## src/rtl/loader_pkg.sv

```systemverilog
// Shared types and constants for the UART instruction-memory loader.
package loader_pkg;

    typedef enum logic [2:0] {
        ST_IDLE,
        ST_LEN_LO,
        ST_LEN_HI,
        ST_DATA,
        ST_CHECK,
        ST_DONE,
        ST_ERROR
    } loader_state_t;

    localparam logic [7:0] SYNC_BYTE = 8'hA5;

endpackage

```

## src/rtl/imem_uart_loader_if.sv

```systemverilog
// Instruction-memory write port driven by the loader.
interface imem_uart_loader_if;

    logic        imem_we;
    logic [31:0] imem_waddr;
    logic [31:0] imem_wdata;

    modport master (output imem_we, imem_waddr, imem_wdata);
    modport slave  (input  imem_we, imem_waddr, imem_wdata);

endinterface

```

## src/rtl/uart_rx_byte.sv

```systemverilog
// 8N1 UART byte receiver: 2-flop synchroniser, mid-bit start re-check, LSB-first shift.
module uart_rx_byte #(
    parameter int CLKS_PER_BIT = 10
) (
    input  logic       clk,
    input  logic       resetn,
    input  logic       uart_rx,
    output logic       rx_valid,
    output logic [7:0] rx_data,
    output logic       rx_frame_err
);

    localparam int CNT_W = $clog2(CLKS_PER_BIT);
    localparam logic [CNT_W-1:0] CNT_FULL = CNT_W'(CLKS_PER_BIT - 1);
    localparam logic [CNT_W-1:0] CNT_HALF = CNT_W'(CLKS_PER_BIT / 2 - 1);

    typedef enum logic [1:0] {R_IDLE, R_START, R_DATA, R_STOP} rx_state_t;

    rx_state_t        r_state, r_state_nxt;
    logic [CNT_W-1:0] cnt, cnt_nxt;
    logic [2:0]       bit_idx, bit_idx_nxt;
    logic [7:0]       shreg, shreg_nxt;
    logic             valid_nxt, ferr_nxt;
    logic             rx_meta, rx_s, rx_prev;

    always_ff @(posedge clk or negedge resetn) begin
        if (!resetn) begin
            rx_meta      <= 1'b1;
            rx_s         <= 1'b1;
            rx_prev      <= 1'b1;
            r_state      <= R_IDLE;
            cnt          <= '0;
            bit_idx      <= '0;
            rx_valid     <= 1'b0;
            rx_frame_err <= 1'b0;
        end else begin
            rx_meta      <= uart_rx;
            rx_s         <= rx_meta;
            rx_prev      <= rx_s;
            r_state      <= r_state_nxt;
            cnt          <= cnt_nxt;
            bit_idx      <= bit_idx_nxt;
            rx_valid     <= valid_nxt;
            rx_frame_err <= ferr_nxt;
        end
    end

    always_ff @(posedge clk) begin
        shreg <= shreg_nxt;
    end

    assign rx_data = shreg;

    always_comb begin
        r_state_nxt = r_state;
        cnt_nxt     = cnt + 1'b1;
        bit_idx_nxt = bit_idx;
        shreg_nxt   = shreg;
        valid_nxt   = 1'b0;
        ferr_nxt    = 1'b0;
        case (r_state)
            R_IDLE: begin
                cnt_nxt = '0;
                if (rx_prev && !rx_s) r_state_nxt = R_START;
            end
            R_START: begin
                // A start bit that has gone high again by mid-bit was only a glitch.
                if (cnt == CNT_HALF) begin
                    cnt_nxt     = '0;
                    bit_idx_nxt = '0;
                    r_state_nxt = rx_s ? R_IDLE : R_DATA;
                end
            end
            R_DATA: begin
                if (cnt == CNT_FULL) begin
                    cnt_nxt     = '0;
                    shreg_nxt   = {rx_s, shreg[7:1]};
                    bit_idx_nxt = bit_idx + 1'b1;
                    if (bit_idx == 3'd7) r_state_nxt = R_STOP;
                end
            end
            R_STOP: begin
                if (cnt == CNT_FULL) begin
                    cnt_nxt     = '0;
                    r_state_nxt = R_IDLE;
                    valid_nxt   = rx_s;
                    ferr_nxt    = !rx_s;
                end
            end
            default: r_state_nxt = R_IDLE;
        endcase
    end

endmodule

```

## src/rtl/imem_uart_loader.sv

```systemverilog
// Frame parser: sync/length/data/checksum over UART, writes instruction memory, gates core reset.
module imem_uart_loader
    import loader_pkg::*;
#(
    parameter int unsigned CLK_FREQ_HZ   = 50_000_000,
    parameter int unsigned BAUD          = 115200,
    parameter int unsigned DEPTH_WORDS   = 1024,
    parameter bit          HOLD_AT_RESET = 1'b0
) (
    input  logic                clk,
    input  logic                resetn,
    input  logic                uart_rx,
    imem_uart_loader_if.master  imem,
    output logic                core_resetn,
    output logic                busy,
    output logic                load_done,
    output logic                load_error
);

    localparam int CLKS_PER_BIT = int'(CLK_FREQ_HZ / BAUD);

    logic       rx_valid, rx_frame_err;
    logic [7:0] rx_data;

    uart_rx_byte #(.CLKS_PER_BIT(CLKS_PER_BIT)) u_rx (
        .clk          (clk),
        .resetn       (resetn),
        .uart_rx      (uart_rx),
        .rx_valid     (rx_valid),
        .rx_data      (rx_data),
        .rx_frame_err (rx_frame_err)
    );

    loader_state_t state, state_nxt;
    logic [15:0]   len, len_nxt, widx, widx_nxt;
    logic [1:0]    byte_cnt, byte_cnt_nxt;
    logic [7:0]    chk, chk_nxt;
    logic [23:0]   sh, sh_nxt;
    logic          we_nxt, crst_nxt, busy_nxt, done_nxt, err_nxt;
    logic [31:0]   waddr_nxt, wdata_nxt;
    logic [15:0]   len_rx;
    logic          in_frame;

    assign len_rx   = {rx_data, len[7:0]};
    assign in_frame = (state == ST_LEN_LO) || (state == ST_LEN_HI) ||
                      (state == ST_DATA)   || (state == ST_CHECK);

    always_ff @(posedge clk or negedge resetn) begin
        if (!resetn) begin
            state           <= ST_IDLE;
            len             <= '0;
            widx            <= '0;
            byte_cnt        <= '0;
            chk             <= '0;
            imem.imem_we    <= 1'b0;
            imem.imem_waddr <= '0;
            imem.imem_wdata <= '0;
            core_resetn     <= !HOLD_AT_RESET;
            busy            <= 1'b0;
            load_done       <= 1'b0;
            load_error      <= 1'b0;
        end else begin
            state           <= state_nxt;
            len             <= len_nxt;
            widx            <= widx_nxt;
            byte_cnt        <= byte_cnt_nxt;
            chk             <= chk_nxt;
            imem.imem_we    <= we_nxt;
            imem.imem_waddr <= waddr_nxt;
            imem.imem_wdata <= wdata_nxt;
            core_resetn     <= crst_nxt;
            busy            <= busy_nxt;
            load_done       <= done_nxt;
            load_error      <= err_nxt;
        end
    end

    always_ff @(posedge clk) begin
        sh <= sh_nxt;
    end

    always_comb begin
        state_nxt    = state;
        len_nxt      = len;
        widx_nxt     = widx;
        byte_cnt_nxt = byte_cnt;
        chk_nxt      = chk;
        sh_nxt       = sh;
        we_nxt       = 1'b0;
        waddr_nxt    = imem.imem_waddr;
        wdata_nxt    = imem.imem_wdata;
        crst_nxt     = core_resetn;
        busy_nxt     = busy;
        done_nxt     = load_done;
        err_nxt      = load_error;
        case (state)
            ST_IDLE, ST_DONE, ST_ERROR: begin
                if (rx_valid && rx_data == SYNC_BYTE) begin
                    state_nxt = ST_LEN_LO;
                    chk_nxt   = '0;
                    done_nxt  = 1'b0;
                    err_nxt   = 1'b0;
                    crst_nxt  = 1'b0;
                    busy_nxt  = 1'b1;
                end
            end
            ST_LEN_LO: begin
                if (rx_valid) begin
                    len_nxt   = {8'd0, rx_data};
                    state_nxt = ST_LEN_HI;
                end
            end
            ST_LEN_HI: begin
                if (rx_valid) begin
                    len_nxt      = len_rx;
                    widx_nxt     = '0;
                    byte_cnt_nxt = '0;
                    if ({16'd0, len_rx} > DEPTH_WORDS) begin
                        state_nxt = ST_ERROR;
                        err_nxt   = 1'b1;
                        busy_nxt  = 1'b0;
                    end else if (len_rx == 16'd0) begin
                        state_nxt = ST_CHECK;
                    end else begin
                        state_nxt = ST_DATA;
                    end
                end
            end
            ST_DATA: begin
                // Bytes 0..2 collect in sh; the 4th completes the word and fires the strobe.
                if (rx_valid) begin
                    chk_nxt      = chk ^ rx_data;
                    byte_cnt_nxt = byte_cnt + 1'b1;
                    sh_nxt       = {rx_data, sh[23:8]};
                    if (byte_cnt == 2'd3) begin
                        we_nxt    = 1'b1;
                        waddr_nxt = {14'd0, widx, 2'b00};
                        wdata_nxt = {rx_data, sh};
                        widx_nxt  = widx + 16'd1;
                        if (widx + 16'd1 == len) state_nxt = ST_CHECK;
                    end
                end
            end
            ST_CHECK: begin
                if (rx_valid) begin
                    busy_nxt = 1'b0;
                    if (rx_data == chk) begin
                        state_nxt = ST_DONE;
                        done_nxt  = 1'b1;
                        crst_nxt  = 1'b1;
                    end else begin
                        state_nxt = ST_ERROR;
                        err_nxt   = 1'b1;
                    end
                end
            end
            default: state_nxt = ST_IDLE;
        endcase
        if (rx_frame_err && in_frame) begin
            state_nxt = ST_ERROR;
            we_nxt    = 1'b0;
            err_nxt   = 1'b1;
            busy_nxt  = 1'b0;
        end
    end

endmodule

```

## src/flat_wrapper.sv

```systemverilog
// flat-port wrapper written by rule: the top's interface ports become plain ports
module imem_uart_loader_flat import loader_pkg::*;
#(
    parameter int unsigned CLK_FREQ_HZ   = 50_000_000,
    parameter int unsigned BAUD          = 115200,
    parameter int unsigned DEPTH_WORDS   = 1024,
    parameter bit          HOLD_AT_RESET = 1'b0
)
  (clk, resetn, uart_rx, core_resetn, busy, load_done, load_error, imem_imem_we, imem_imem_waddr, imem_imem_wdata);
  imem_uart_loader_if imem_i ();
  input  logic clk;
  input  logic resetn;
  input  logic uart_rx;
  output logic core_resetn;
  output logic busy;
  output logic load_done;
  output logic load_error;
  output wire logic [$bits(imem_i.imem_we)-1:0] imem_imem_we;
  output wire logic [$bits(imem_i.imem_waddr)-1:0] imem_imem_waddr;
  output wire logic [$bits(imem_i.imem_wdata)-1:0] imem_imem_wdata;
  assign imem_imem_we = imem_i.imem_we;
  assign imem_imem_waddr = imem_i.imem_waddr;
  assign imem_imem_wdata = imem_i.imem_wdata;
  imem_uart_loader #(.CLK_FREQ_HZ(CLK_FREQ_HZ), .BAUD(BAUD), .DEPTH_WORDS(DEPTH_WORDS), .HOLD_AT_RESET(HOLD_AT_RESET)) u_core (.clk(clk), .resetn(resetn), .uart_rx(uart_rx), .imem(imem_i), .core_resetn(core_resetn), .busy(busy), .load_done(load_done), .load_error(load_error));
endmodule
```

## config.mk

```make
export PLATFORM = sky130hd
export DESIGN_NAME = imem_uart_loader_flat
export DESIGN_NICKNAME = d
export VERILOG_FILES = /design/src/rtl/loader_pkg.sv /design/src/rtl/imem_uart_loader_if.sv /design/src/rtl/uart_rx_byte.sv /design/src/rtl/imem_uart_loader.sv /design/src/flat_wrapper.sv
export SDC_FILE = /design/constraint.sdc
export NUM_CORES = 1
export LEC_CHECK = 0
export BUFFER_PORTS_ARGS = -buffer_cell sky130_fd_sc_hd__buf_2
export CORE_MARGIN = 1
export CORE_UTILIZATION = 45
export DETAILED_ROUTE_END_ITERATION = 10
export GPL_TIMING_DRIVEN = 0
export PLACE_DENSITY = 0.66
export SKIP_CTS_REPAIR_TIMING = 1
export SYNTH_ARGS = -nofsm -noshare
export SYNTH_HDL_FRONTEND = slang
export SYNTH_SLANG_ARGS = --single-unit
```

## constraint.sdc

```tcl
create_clock -name clk -period 3.4 [get_ports clk]
set_input_delay 0 -clock clk [delete_from_list [all_inputs] [get_ports clk]]
set_output_delay 0 -clock clk [all_outputs]
set_load 0.02 [all_outputs]
```

Word level (Yosys, flattened, before mapping). Cells that the tools add are included.

Bits of input ports: 3. Bits in registers: 149. Word-level logic and storage cells: 161.

Reduce and logical (&&, ||, !) cells: 32. Equality and inequality tests: 37. Add/sub/neg operators: 4. Bitwise logic cells: 2. Muxes and demuxes: 62. Order comparisons: 1.

Operators with widths (number): $mux 16 (5); $pmux 16 s2 (2); $mux 3 (12); $pmux 9 s3 (1); $ne 3x3->1 const B (8); $ne 2x2->1 const B (11); $mux 1 (21); $mux 2 (9); $mux 9 (2); $reduce_and 3->1 (6); $add 16x1->16 const B (1); $eq 16x16->1 (1); $gt 16x11->1 const B (1); $logic_not 16->1 (1); $mux 8 (2); $pmux 8 s2 (1); $pmux 3 s5 (1); $eq 3x3->1 const B (4); $reduce_and 5->1 (2); $reduce_bool 2->1 (5); $add 9x1->9 const B (1); $eq 9x8->1 const B (1); $eq 9x9->1 const B (1); $eq 8x8->1 (1); other kinds (28) (38).

Longest topological paths before layout.
Depth in word-level cells: 7. Gate-level depth with buffers: 10. Mapped depth without buffers: 7.

Modules after synthesis. A second synthesis with hierarchy kept.

Cells, all modules: 677. Area, all modules: 7124.3 um^2.

By module, submodules not included: imem_uart_loader (area an instance 5923.2 um^2, cells an instance 583, seq. area each 3174.3 um^2, instances 1); uart_rx_byte (area an instance 1201.2 um^2, cells an instance 94, seq. area each 719.4 um^2, instances 1).

Worst setup path after synthesis. OpenSTA, ideal clock, no wires.

Path kind: register to register. Start point: register u_core.state[2]. End point: register u_core.imem.imem_wdata[10]. Period minus slack after synthesis: 2.254 ns. Library setup time: 0.117 ns. Setup slack: 1.146 ns. Data required time: 3.283 ns. Stages on the path, launching flop included: 10. Buffers on the path: 3. Arrival time: 2.137 ns. Path through: dfrtp_1 > nand3b_1 > or2_2 > buf_2 > inv_2 > nand2_1 > buf_2 > clkbuf_1 > nand2_1 > nand2_1.

Cells in the longest elaborated chain, start to end: 2.

Ends and longest elaborated chain: start, declared (line imem_uart_loader.sv:34) `loader_state_t state, state_nxt;`; start signal, assigned (line imem_uart_loader.sv:63) `state <= state_nxt;`; $eq 3x2->1 (line imem_uart_loader.sv:96) `case (state)`; $reduce_and 3->1 (no line); end signal, assigned (line imem_uart_loader.sv:70) `imem.imem_wdata <= wdata_nxt;`; end, declared (line imem_uart_loader_if.sv:8) `modport master (output imem_we, imem_waddr, imem_wdata);`.

Every way passes these cells. A chain may end at the register's enable or synchronous reset.

Worst setup path after layout.
Start point: register u_core.state[0]. End point: register u_core.imem.imem_wdata[17].

Same word-level chain as after synthesis.

==> metrics <==
# setup viols final 0; TritonRoute pass-1 iters 5; layout cells sized above 1 0.178; Buffers & Inverters on Critical Path 5; antenna violations before repair 0; Diodes inserted 0; Synth area leader dfrtp_1; max-cap violations 0; f_max 0.337 GHz; Slowest-stage cell, CP clkinv_2; TritonCTS Buffers 17; kind of critical path reg2reg; number of global-route vias before repair ~5300; Lkg Pwr a little under 0.004 uW; nature of the critical path startpoint flop; clk_skew 0.0101 ns; Post-synth EDFFs 32; Util after Layout 0.544; dpl hpwl 11.1 mm; Worst Path Required 3.77 ns; Area Growth Syn to Fin 17.9%; cell family with most CP delay buffers and inverters; Final nets between 800 and 900; clk sinks between 100 and 150; largest net degree at the start of global routing 81; H-tree depth 4; DRC 0; top cells by count, synth nand2_1, dfrtp_1, o21ai_0, nor2_1, edfxtp_1; num rows 45; Seq cells post-synth between 100 and 150; CORE AREA 0.0153 sq mm; Slew Viols, Final 0; Period Utilization, post-route 0.874; global-route wire length before repair 26.7 mm; status complete, no violations; CP peak stage delay approximately 0.4 ns; Synth cell types 63; R2R cell count 10; Worst Path Max Fanout 26; Clock transition at path regs around 0.060 ns; most common cell in the netlist nand2_1; worst skew pair latency 0.43 ns; Post-Synthesis Cells just over 700; cell breakdown of the critical path buf_2 -> nand3b_1 -> or2_2 -> buf_2 -> clkinv_2 -> nand2_2 -> buf_2 -> clkbuf_1 -> nand2_1 -> nand2_1; unrepaired setup endpoints after global routing no; DR WL/cell between 15 and 20 um; synthesized cell area 0.00705 sq mm; Synth Area per Inst 9.76 sq um; die area 0.0162 sq mm; worst-case clock buffer depth 2; Synth area leaders dfrtp_1, edfxtp_1, nand2_1; Final ANT Viol Nets 0; worst slew pin tran 1.02 ns; final wirelength 15.9 mm; setup TNS 0 ns; min Tclk post-route 2.97 ns; top_reg_cell synth dfrtp_1; gr ovfl total 0; CTS tree done; Synth top area share 0.401; FF-to-FF End u_core.imem.imem_wdata[17]; Total GRT Usage 0.213; FFs w/ async S/R, synth 0.785; Power Dens Cells between 400 and 500 mW/mm^2; CP Capture Type flop; worst hold path type in2async; Worst R2R Start u_core.state[0]; Fin. Hold Viols 0; Peak VDD IR 0.000347 V; Critical Path AT around 3.3 ns; DR iter-0 viols 404; Die Span Y approximately 130 um; Ports 72; Synthesis Warnings 0; Slew HR 0.313; register area share after synthesis 0.553; Initial Utilization 0.462; Vias 5455; root buf cell clkbuf_16; port bufs 55; via/cell ratio 5.26; R2R Setup Slk 0.43 ns; Crit path top cell by count buf_2; Die Wd between 100 and 150 um; Final GP Congestion 0.862
## layout by cell type (no fill, tap or decap), types with 8 or more instances in the layout
master / count
nand2_1: 179
dfrtp_1: 113
buf_2: 70
o21ai_0: 53
nor2_1: 47
edfxtp_1: 32
clkbuf_1: 23
inv_1: 18
a22o_1: 18
clkbuf_16: 18
nand2b_1: 17
buf_4: 16
conb_1: 16
xnor2_1: 15
a21oi_1: 13
nand3_1: 12
xor2_1: 12
nor3_1: 11
mux2_2: 10
nand4_1: 9
or3_1: 8
## final cells by class
cell class                 instances  area, sq um
multi-input combinational        514         2850
inverter                          19         72.6
buffer                            55          288
sequential                       149         3890
fill                            1376         6950
tap                              211          264
clock inverter                    11          135
timing repair buffer              58          329
clock buffer                      21          472
## per-stage QoR
stage | power [uW] | cell area [sq um] | setup slack, ns | cells | hold slack (ns)
floorplan | 2020 | 7100 | 1.15 | 737 | -0.296
global placement | 2060 | 7640 | 0.290 | 1003 | 0.109
detailed placement | 2080 | 7670 | 0.240 | 1004 | -0.0587
CTS | 4000 | 8280 | 0.230 | 1036 | -0.515
global route | 4090 | 8310 | 0.0745 | 1038 | 0.0916
finish | 3950 | 8310 | 0.429 | 1038 | 0.0519
## cell families (layout without fill, tap and decap cells)
| kind of cell | Yosys count | after routing | share of synthesized area |
|---|---|---|---|
| other | 1 | 16 | 0.000532 |
| flip-flops | 149 | 149 | 0.553 |
| AO/OA/AOI/OAI | 126 | 126 | 0.116 |
| buffers and inverters | 74 | 164 | 0.0508 |
| multiplexers | 12 | 12 | 0.0188 |
| adder cells (fa/ha/maj) | 7 | 7 | 0.0124 |
| XOR/XNOR | 27 | 27 | 0.0336 |
| AND/OR/NAND/NOR | 326 | 326 | 0.215 |
## worst max-delay path by stage
stage,from,end,slack [ns],cells after the start
finish,u_core.state[0],u_core.imem.imem_wdata[17],0.43,10
global route,u_core.state[0],u_core.imem.imem_wdata[14],0.07,10
CTS,u_core.state[1],u_core.imem.imem_wdata[30],0.23,10
detailed placement,u_core.state[1],u_core.imem.imem_wdata[30],0.24,10
global placement,u_core.state[1],u_core.imem.imem_wdata[27],0.29,10
floorplan,u_core.state[2],u_core.imem.imem_wdata[10],1.15,9
## flip-flops by register name, indices dropped and copies added, names as in the netlist, 2 cells and up, named ones only
| register | cells |
|---|---|
| u_core.u_rx.rx_data | 8 |
| u_core.state | 3 |
| u_core.u_rx.cnt | 9 |
| u_core.u_rx.bit_idx | 3 |
| u_core.byte_cnt | 2 |
| u_core.widx | 16 |
| u_core.sh | 24 |
| u_core.imem.imem_wdata | 32 |
| u_core.len | 16 |
| u_core.chk | 8 |
| u_core.imem.imem_waddr | 16 |
## per-layer routing
layer / global-route usage / part of all wire / vias to the layer above / wire length [um]
met4: 0.0833 / 0.016 / 0 / 259
met5: 0 / 0 / - / 0
met2: 0.338 / 0.48 / 140 / 7540
li1: - / - / 2638 / -
met3: 0.0452 / 0.046 / 20 / 725
met1: 0.286 / 0.46 / 2657 / 7350
## report_power, final
part	switching, uW	internal, uW
combinational	92.6	59.6
clock	753	1160
sequential	35.3	1850
total	881	3070
Power figures use the tool's default switching activity.
